File: config.mk
export PLATFORM = sky130hd
export DESIGN_NAME = bios_loader
export DESIGN_NICKNAME = d
export VERILOG_FILES = /design/src/rtl/bios_loader.sv
export SDC_FILE = /design/constraint.sdc
export NUM_CORES = 1
export LEC_CHECK = 0
export BUFFER_PORTS_ARGS = -buffer_cell sky130_fd_sc_hd__buf_2
export CAP_MARGIN = 20
export CORE_MARGIN = 2
export CORE_UTILIZATION = 60
export DETAILED_ROUTE_END_ITERATION = 12
export GPL_ROUTABILITY_DRIVEN = 0
export PLACE_DENSITY_LB_ADDON = 0.08
export SKIP_LAST_GASP = 1
export SLEW_MARGIN = 30
export SYNTH_ARGS = -nofsm -noshare
export SYNTH_HDL_FRONTEND = slang
export SYNTH_SLANG_ARGS = --single-unit
export TNS_END_PERCENT = 30
File: constraint.sdc
create_clock -name clk -period 5.3 [get_ports clk]
set_input_delay 0.53 -clock clk [delete_from_list [all_inputs] [get_ports clk]]
set_output_delay 0.53 -clock clk [all_outputs]
set_load 0.02 [all_outputs]
File: src/rtl/bios_loader.sv
// bios_loader: host-side initiator for the BIOS UART command protocol.
// Sends "nop", then "write" with a 4-byte little-endian size, a 4-byte
// little-endian address and the image bytes read from a local ROM, then
// an optional "boot". Every acknowledge byte from the BIOS is checked.
//
// Optional feature macro: BIOS_LOADER_TIMEOUT_EN
//   Defined: each reply wait aborts with o_err_code=8'hFF after
//   TIMEOUT_CYCLES enabled cycles with no RX transfer.
//   Undefined: reply waits are unbounded and no timeout counter exists.
//
// Ports:
//   clk, rst          clock; asynchronous active-low reset
//   clk_en            global enable; state and handshakes advance only when high
//   i_start           one-cycle start pulse, ignored while busy
//   i_size/i_base_addr/i_boot  job parameters, sampled at start
//   o_rom_rd/o_rom_addr/i_rom_data  ROM port, data valid the cycle after o_rom_rd
//   o_data/o_valid/i_out_ready      TX byte stream
//   i_data/i_valid/o_in_ready       RX byte stream
//   o_busy, o_done, o_error, o_err_code  status (done/error/code are sticky)
//
// State table:
//   IDLE     | waiting for i_start
//   TX_NOP   | sending 'n','o','p'
//   WAIT_N   | expecting 'N'
//   TX_WRITE | sending 'w','r','i','t','e'
//   WAIT_W   | expecting 'W'
//   TX_SIZE  | sending size, LSB first
//   TX_ADDR  | sending address, LSB first
//   ROM_RD   | ROM read strobe for current index
//   ROM_WAIT | capture ROM byte
//   TX_DATA  | sending captured image byte
//   TX_BOOT  | sending 'b','o','o','t'
//   WAIT_B   | expecting 'B'
//   DONE     | success, back to IDLE
//   ERROR    | abort, back to IDLE
module bios_loader #(
  parameter int ROM_AW         = 12,
  parameter int TIMEOUT_CYCLES = 100000
) (
  input  logic              clk,
  input  logic              rst,
  input  logic              clk_en,
  input  logic              i_start,
  input  logic [31:0]       i_size,
  input  logic [31:0]       i_base_addr,
  input  logic              i_boot,
  output logic              o_rom_rd,
  output logic [ROM_AW-1:0] o_rom_addr,
  input  logic [7:0]        i_rom_data,
  output logic [7:0]        o_data,
  output logic              o_valid,
  input  logic              i_out_ready,
  input  logic [7:0]        i_data,
  input  logic              i_valid,
  output logic              o_in_ready,
  output logic              o_busy,
  output logic              o_done,
  output logic              o_error,
  output logic [7:0]        o_err_code
);

  typedef enum logic [3:0] {
    S_IDLE, S_TX_NOP, S_WAIT_N, S_TX_WRITE, S_WAIT_W, S_TX_SIZE, S_TX_ADDR,
    S_ROM_RD, S_ROM_WAIT, S_TX_DATA, S_TX_BOOT, S_WAIT_B, S_DONE, S_ERROR
  } state_t;

  state_t      r_state;
  state_t      w_next;
  state_t      w_after_data;
  logic [2:0]  r_cmd_idx;
  logic [1:0]  r_byte_sel;
  logic [31:0] r_idx;
  logic [31:0] w_idx_inc;
  logic [31:0] r_size;
  logic [31:0] r_addr;
  logic        r_boot;
  logic [7:0]  r_rom_byte;
  logic        r_busy;
  logic        r_done;
  logic        r_error;
  logic [7:0]  r_err_code;
  logic [7:0]  w_err_code;
  logic        w_is_wait;
  logic        w_tx_xfer;
  logic        w_rx_xfer;

  function automatic logic [7:0] sel_byte(input logic [31:0] word, input logic [1:0] sel);
    case (sel)
      2'd0:    sel_byte = word[7:0];
      2'd1:    sel_byte = word[15:8];
      2'd2:    sel_byte = word[23:16];
      default: sel_byte = word[31:24];
    endcase
  endfunction

  assign w_is_wait  = (r_state == S_WAIT_N) || (r_state == S_WAIT_W) || (r_state == S_WAIT_B);
  assign o_in_ready = w_is_wait;
  assign o_valid    = (r_state == S_TX_NOP)  || (r_state == S_TX_WRITE) ||
                      (r_state == S_TX_SIZE) || (r_state == S_TX_ADDR)  ||
                      (r_state == S_TX_DATA) || (r_state == S_TX_BOOT);
  // Handshakes count only on enabled cycles; the partner shares clk_en.
  assign w_tx_xfer  = o_valid & i_out_ready;
  assign w_rx_xfer  = o_in_ready & i_valid;
  assign w_idx_inc  = r_idx + 32'd1;

  assign o_rom_rd   = (r_state == S_ROM_RD);
  assign o_rom_addr = r_idx[ROM_AW-1:0];
  assign o_busy     = r_busy;
  assign o_done     = r_done;
  assign o_error    = r_error;
  assign o_err_code = r_err_code;

`ifdef BIOS_LOADER_TIMEOUT_EN
  logic [31:0] r_tmo;

  always_ff @(posedge clk or negedge rst) begin
    if (!rst) begin
      r_tmo <= '0;
    end else if (clk_en) begin
      // Held at zero outside the waits, so every wait starts from zero.
      if (!w_is_wait)
        r_tmo <= '0;
      else if (!w_rx_xfer)
        r_tmo <= r_tmo + 32'd1;
    end
  end
`endif

  always_comb begin
    w_next       = r_state;
    w_err_code   = i_data;
    w_after_data = r_boot ? S_TX_BOOT : S_DONE;
    case (r_state)
      S_IDLE:     if (i_start) w_next = S_TX_NOP;
      S_TX_NOP:   if (w_tx_xfer && r_cmd_idx == 3'd2) w_next = S_WAIT_N;
      S_WAIT_N:   if (w_rx_xfer) w_next = (i_data == 8'h4E) ? S_TX_WRITE : S_ERROR;
      S_TX_WRITE: if (w_tx_xfer && r_cmd_idx == 3'd4) w_next = S_WAIT_W;
      S_WAIT_W:   if (w_rx_xfer) w_next = (i_data == 8'h57) ? S_TX_SIZE : S_ERROR;
      S_TX_SIZE:  if (w_tx_xfer && r_byte_sel == 2'd3) w_next = S_TX_ADDR;
      S_TX_ADDR:  if (w_tx_xfer && r_byte_sel == 2'd3)
                    w_next = (r_size != 32'd0) ? S_ROM_RD : w_after_data;
      S_ROM_RD:   w_next = S_ROM_WAIT;
      S_ROM_WAIT: w_next = S_TX_DATA;
      S_TX_DATA:  if (w_tx_xfer) w_next = (w_idx_inc == r_size) ? w_after_data : S_ROM_RD;
      S_TX_BOOT:  if (w_tx_xfer && r_cmd_idx == 3'd3) w_next = S_WAIT_B;
      S_WAIT_B:   if (w_rx_xfer) w_next = (i_data == 8'h42) ? S_DONE : S_ERROR;
      S_DONE:     w_next = S_IDLE;
      S_ERROR:    w_next = S_IDLE;
      default:    w_next = S_IDLE;
    endcase
`ifdef BIOS_LOADER_TIMEOUT_EN
    if (w_is_wait && !w_rx_xfer && r_tmo == 32'(TIMEOUT_CYCLES - 1)) begin
      w_next     = S_ERROR;
      w_err_code = 8'hFF;
    end
`endif
  end

  always_comb begin
    o_data = 8'h00;
    case (r_state)
      S_TX_NOP:
        case (r_cmd_idx)
          3'd0:    o_data = "n";
          3'd1:    o_data = "o";
          default: o_data = "p";
        endcase
      S_TX_WRITE:
        case (r_cmd_idx)
          3'd0:    o_data = "w";
          3'd1:    o_data = "r";
          3'd2:    o_data = "i";
          3'd3:    o_data = "t";
          default: o_data = "e";
        endcase
      S_TX_SIZE: o_data = sel_byte(r_size, r_byte_sel);
      S_TX_ADDR: o_data = sel_byte(r_addr, r_byte_sel);
      S_TX_DATA: o_data = r_rom_byte;
      S_TX_BOOT:
        case (r_cmd_idx)
          3'd0:    o_data = "b";
          3'd1:    o_data = "o";
          3'd2:    o_data = "o";
          default: o_data = "t";
        endcase
      default:   o_data = 8'h00;
    endcase
  end

  always_ff @(posedge clk or negedge rst) begin
    if (!rst) begin
      r_state    <= S_IDLE;
      r_cmd_idx  <= '0;
      r_byte_sel <= '0;
      r_idx      <= '0;
      r_size     <= '0;
      r_addr     <= '0;
      r_boot     <= 1'b0;
      r_rom_byte <= '0;
      r_busy     <= 1'b0;
      r_done     <= 1'b0;
      r_error    <= 1'b0;
      r_err_code <= '0;
    end else if (clk_en) begin
      r_state <= w_next;
      // Both byte counters restart on every state change.
      if (w_next != r_state) begin
        r_cmd_idx  <= '0;
        r_byte_sel <= '0;
      end else if (w_tx_xfer) begin
        r_cmd_idx  <= r_cmd_idx + 3'd1;
        r_byte_sel <= r_byte_sel + 2'd1;
      end
      if (r_state == S_IDLE && i_start) begin
        r_size     <= i_size;
        r_addr     <= i_base_addr;
        r_boot     <= i_boot;
        r_idx      <= '0;
        r_busy     <= 1'b1;
        r_done     <= 1'b0;
        r_error    <= 1'b0;
        r_err_code <= '0;
      end
      if (r_state == S_ROM_WAIT)
        r_rom_byte <= i_rom_data;
      if (r_state == S_TX_DATA && w_tx_xfer)
        r_idx <= w_idx_inc;
      if (w_next == S_DONE && r_state != S_DONE) begin
        r_done <= 1'b1;
        r_busy <= 1'b0;
      end
      if (w_next == S_ERROR && r_state != S_ERROR) begin
        r_error    <= 1'b1;
        r_busy     <= 1'b0;
        r_err_code <= w_err_code;
      end
    end
  end

endmodule

==> flow_summary.json <==
{
  "status": "complete, no violations",
  "io_buffers": 120,
  "power.density_nw_per_um2": 522,
  "row_count": 41,
  "core_sq_um": 12600,
  "cts-root-buf": "clkbuf_16",
  "grt_pass1_vias": 6968,
  "vias": 7584,
  "yosysMostFrequentCell": "nand2_1",
  "syn_inst": 961,
  "numCtsBuffers": 17,
  "hold_class": "primary input to asynchronous set/reset pin",
  "dr.pass1.iters": 6,
  "syn_area_per_cell_sq_um": 8.08,
  "required_ns": 5.61,
  "max_freq_mhz": 261,
  "dominantRegCellSynth": "dfrtp_1",
  "reg2reg_setup_slack_ns": 1.46,
  "slew_viol_final": 0,
  "area_growth_pct": 14.3,
  "io_pins": 121,
  "yosys_warnings": 0,
  "die-area_sq_um": 13900,
  "p_comb_share_pct": 38.9,
  "grt_overflow": 0,
  "syn_area_sq_um": 7760,
  "cts_setup_buffers": 0,
  "worst_slew_pin_slew_ns": 0.871,
  "synth-edff-count": 0,
  "start_util_pct": 61.5,
  "wl_per_cell_um": 18.6,
  "critPathLaunchType": "flop",
  "period_share_pct": 72.4,
  "power.leakage_nw": 4.14,
  "swShare_pct": 41.8,
  "max-vdd-ir-drop_uv": 346,
  "wirelength_um": 22600,
  "postRouteAntennaNets": 0,
  "grt_pass1_wl_um": 36300,
  "synth_top_area_share_pct": 40.3,
  "ctsHoldBuffers": 0,
  "cts_resized": 0,
  "cts_tree": "built",
  "power_frac_clock_pct": 25.1,
  "yosys-top-cells-area": "dfrtp_1 40%, nand2_1 12%, o21ai_0 4.2%, xnor2_1 3.6%, nor2_1 2.9%",
  "clk_latency_ns": 0.43,
  "p_switching_mw": 1.94,
  "worstReg2RegStart": "r_idx[2]$_DFFE_PN0P_",
  "r2r-end": "o_error$_DFFE_PN0P_",
  "cts.sinks": 125,
  "drc": 0,
  "finalPower_mw": 4.64,
  "async_reset_ff_share_pct": 100,
  "intPower_mw": 2.70,
  "final_nets": 1129,
  "rsz0062_at_grt": "no",
  "setup_viol": 0,
  "drtIter0Drc": 1131,
  "slew-limit-headroom_pct": 41.4,
  "cp-end-kind": "flop",
  "clk_pin_slew_ns": 0.06,
  "avgViaCountPerCell": 6.25,
  "diodes": 0,
  "cts_max_level": 4,
  "fillers": 1058,
  "critPathMaxFanout": 14,
  "period_needed_ns": 3.84,
  "p_seq_share_pct": 36.0,
  "layout-drive-gt1-share_pct": 17.0,
  "grt_max_degree": 84,
  "synth.largest_area_cell": "dfrtp_1",
  "die_h_um": 118,
  "ys_types": 66,
  "synth_commonest_cells": "251 x nand2_1, 125 x dfrtp_1, 65 x o21ai_0",
  "cts_buffer_depth": 2,
  "finalCoreUtilization_pct": 70.4,
  "finalClockSkew_ns": 0.00621,
  "die_w_um": 118,
  "path_class": "flop to flop",
  "reg2reg_depth": 9,
  "fin_tns_setup_ns": 0,
  "antenna_found_initial": 0,
  "synth.ff_latch_count": 125,
  "dp_hpwl_um": 15500,
  "ys_seq_area_share_pct": 40.3,
  "cp_data_arrival_time_ns": 4.15,
  "syn-num-nets": 1059,
  "drv_cap": 0,
  "hold_violations": 0,
  "grt_use_total_pct": 32.8
}
## sequential cells by signal, summed over array words and instances (netlist names)
register    count
o_done          1
r_cmd_idx       3
r_rom_byte      8
r_byte_sel      2
o_busy          1
r_state         4
o_err_code      8
r_addr         32
o_error         1
r_boot          1
r_idx          32
r_size         32
## cell type report
cell class	instances	area, sq um	share of cell area, %
Inverter	12	45.0	0.507
Sequential cell	125	3130	35.2
Timing Repair Buffer	127	659	7.43
Tap cell	172	215	2.42
Clock buffer	19	433	4.88
Clock inverter	11	145	1.63
Multi-Input combinational cell	748	4250	47.9
## cells by family after synthesis
group	share of synthesized area, %
compound gates	19.2
buf+inv	5.09
xor+xnor	5.41
mux	1.29
flops	40.3
fa+ha+maj	1.77
simple gates	26.9
## power groups by stage
stage	clock network, mW	registers [mW]	logic (mW)
2_1_floorplan	0	1.53	1.33
4_1_cts	1.17	1.65	1.78
3_5_place_dp	0	1.66	1.77
5_1_grt	1.22	1.70	1.99
3_3_place_gp	0	1.65	1.75
6_report	1.16	1.67	1.80
## metal layers
metal  GRT usage [%]  vias to the layer above  wire length, um
li1                -                     3555                -
met1            45.0                     3579             9390
met2            51.5                      389            10600
met3            7.12                       61             1830
met4            11.8                        0              740
met5               0                        -                0
## how the worst max path moves through the flow
stage | slack (ns) | end | start
after global routing | 1.19 | o_error$_DFFE_PN0P_ | r_idx[2]$_DFFE_PN0P_
after detailed placement | 1.55 | o_error$_DFFE_PN0P_ | r_idx[0]$_DFFE_PN0P_
after floorplan | 1.98 | o_error$_DFFE_PN0P_ | r_idx[0]$_DFFE_PN0P_
final | 1.46 | o_error$_DFFE_PN0P_ | r_idx[2]$_DFFE_PN0P_
after CTS | 1.52 | o_error$_DFFE_PN0P_ | r_idx[0]$_DFFE_PN0P_
after global placement | 1.60 | o_error$_DFFE_PN0P_ | r_idx[0]$_DFFE_PN0P_
## cell usage in the layout (no fill, tap or decap), types with 4 or more instances in the layout
| cell type | count |
|---|---|
| o21ai_0 | 65 |
| or3_1 | 9 |
| nand2_1 | 251 |
| a211oi_1 | 4 |
| a22o_1 | 4 |
| o41ai_1 | 6 |
| a21oi_1 | 42 |
| nor4_1 | 17 |
| a21o_1 | 5 |
| xnor2_1 | 32 |
| nor3_1 | 15 |
| buf_2 | 119 |
| clkbuf_16 | 17 |
| and3_1 | 11 |
| o31ai_1 | 21 |
| o211ai_1 | 11 |
| nand3_1 | 34 |
| o2111ai_1 | 5 |
| xor2_1 | 16 |
| inv_1 | 10 |
| nand4_1 | 20 |
| and2_1 | 5 |
| and4_1 | 6 |
| or4_1 | 7 |
| dfrtp_1 | 125 |
| nor2_1 | 59 |
| ha_1 | 10 |
| o21ai_1 | 10 |
| mux2_2 | 8 |
| a31oi_1 | 6 |
| a222oi_1 | 16 |
| buf_4 | 7 |
| nand3b_1 | 4 |
## worst max-delay path: stages, from the launching register on
cell and delay, ns:
dfrtp_1 0.56, nand3_1 0.44, nor4_1 0.63, xnor2_1 0.16
nor4_1 0.47, nand4_1 0.22, nor4_4 0.51, a21boi_2 0.26
o21a_4 0.30, a21o_1 0.16
## per-stage QoR
stage	worst slack, ns	hold WS, ns	instance area [sq um]	instances
3_5_place_dp	1.55	0.464	8290	1184
2_1_floorplan	1.98	0.234	7760	961
3_3_place_gp	1.60	0.457	8290	1184
6_report	1.46	0.141	8880	1214
4_1_cts	1.52	0.186	8870	1214
5_1_grt	1.19	0.216	8880	1214
Power figures use the tool's default switching activity.
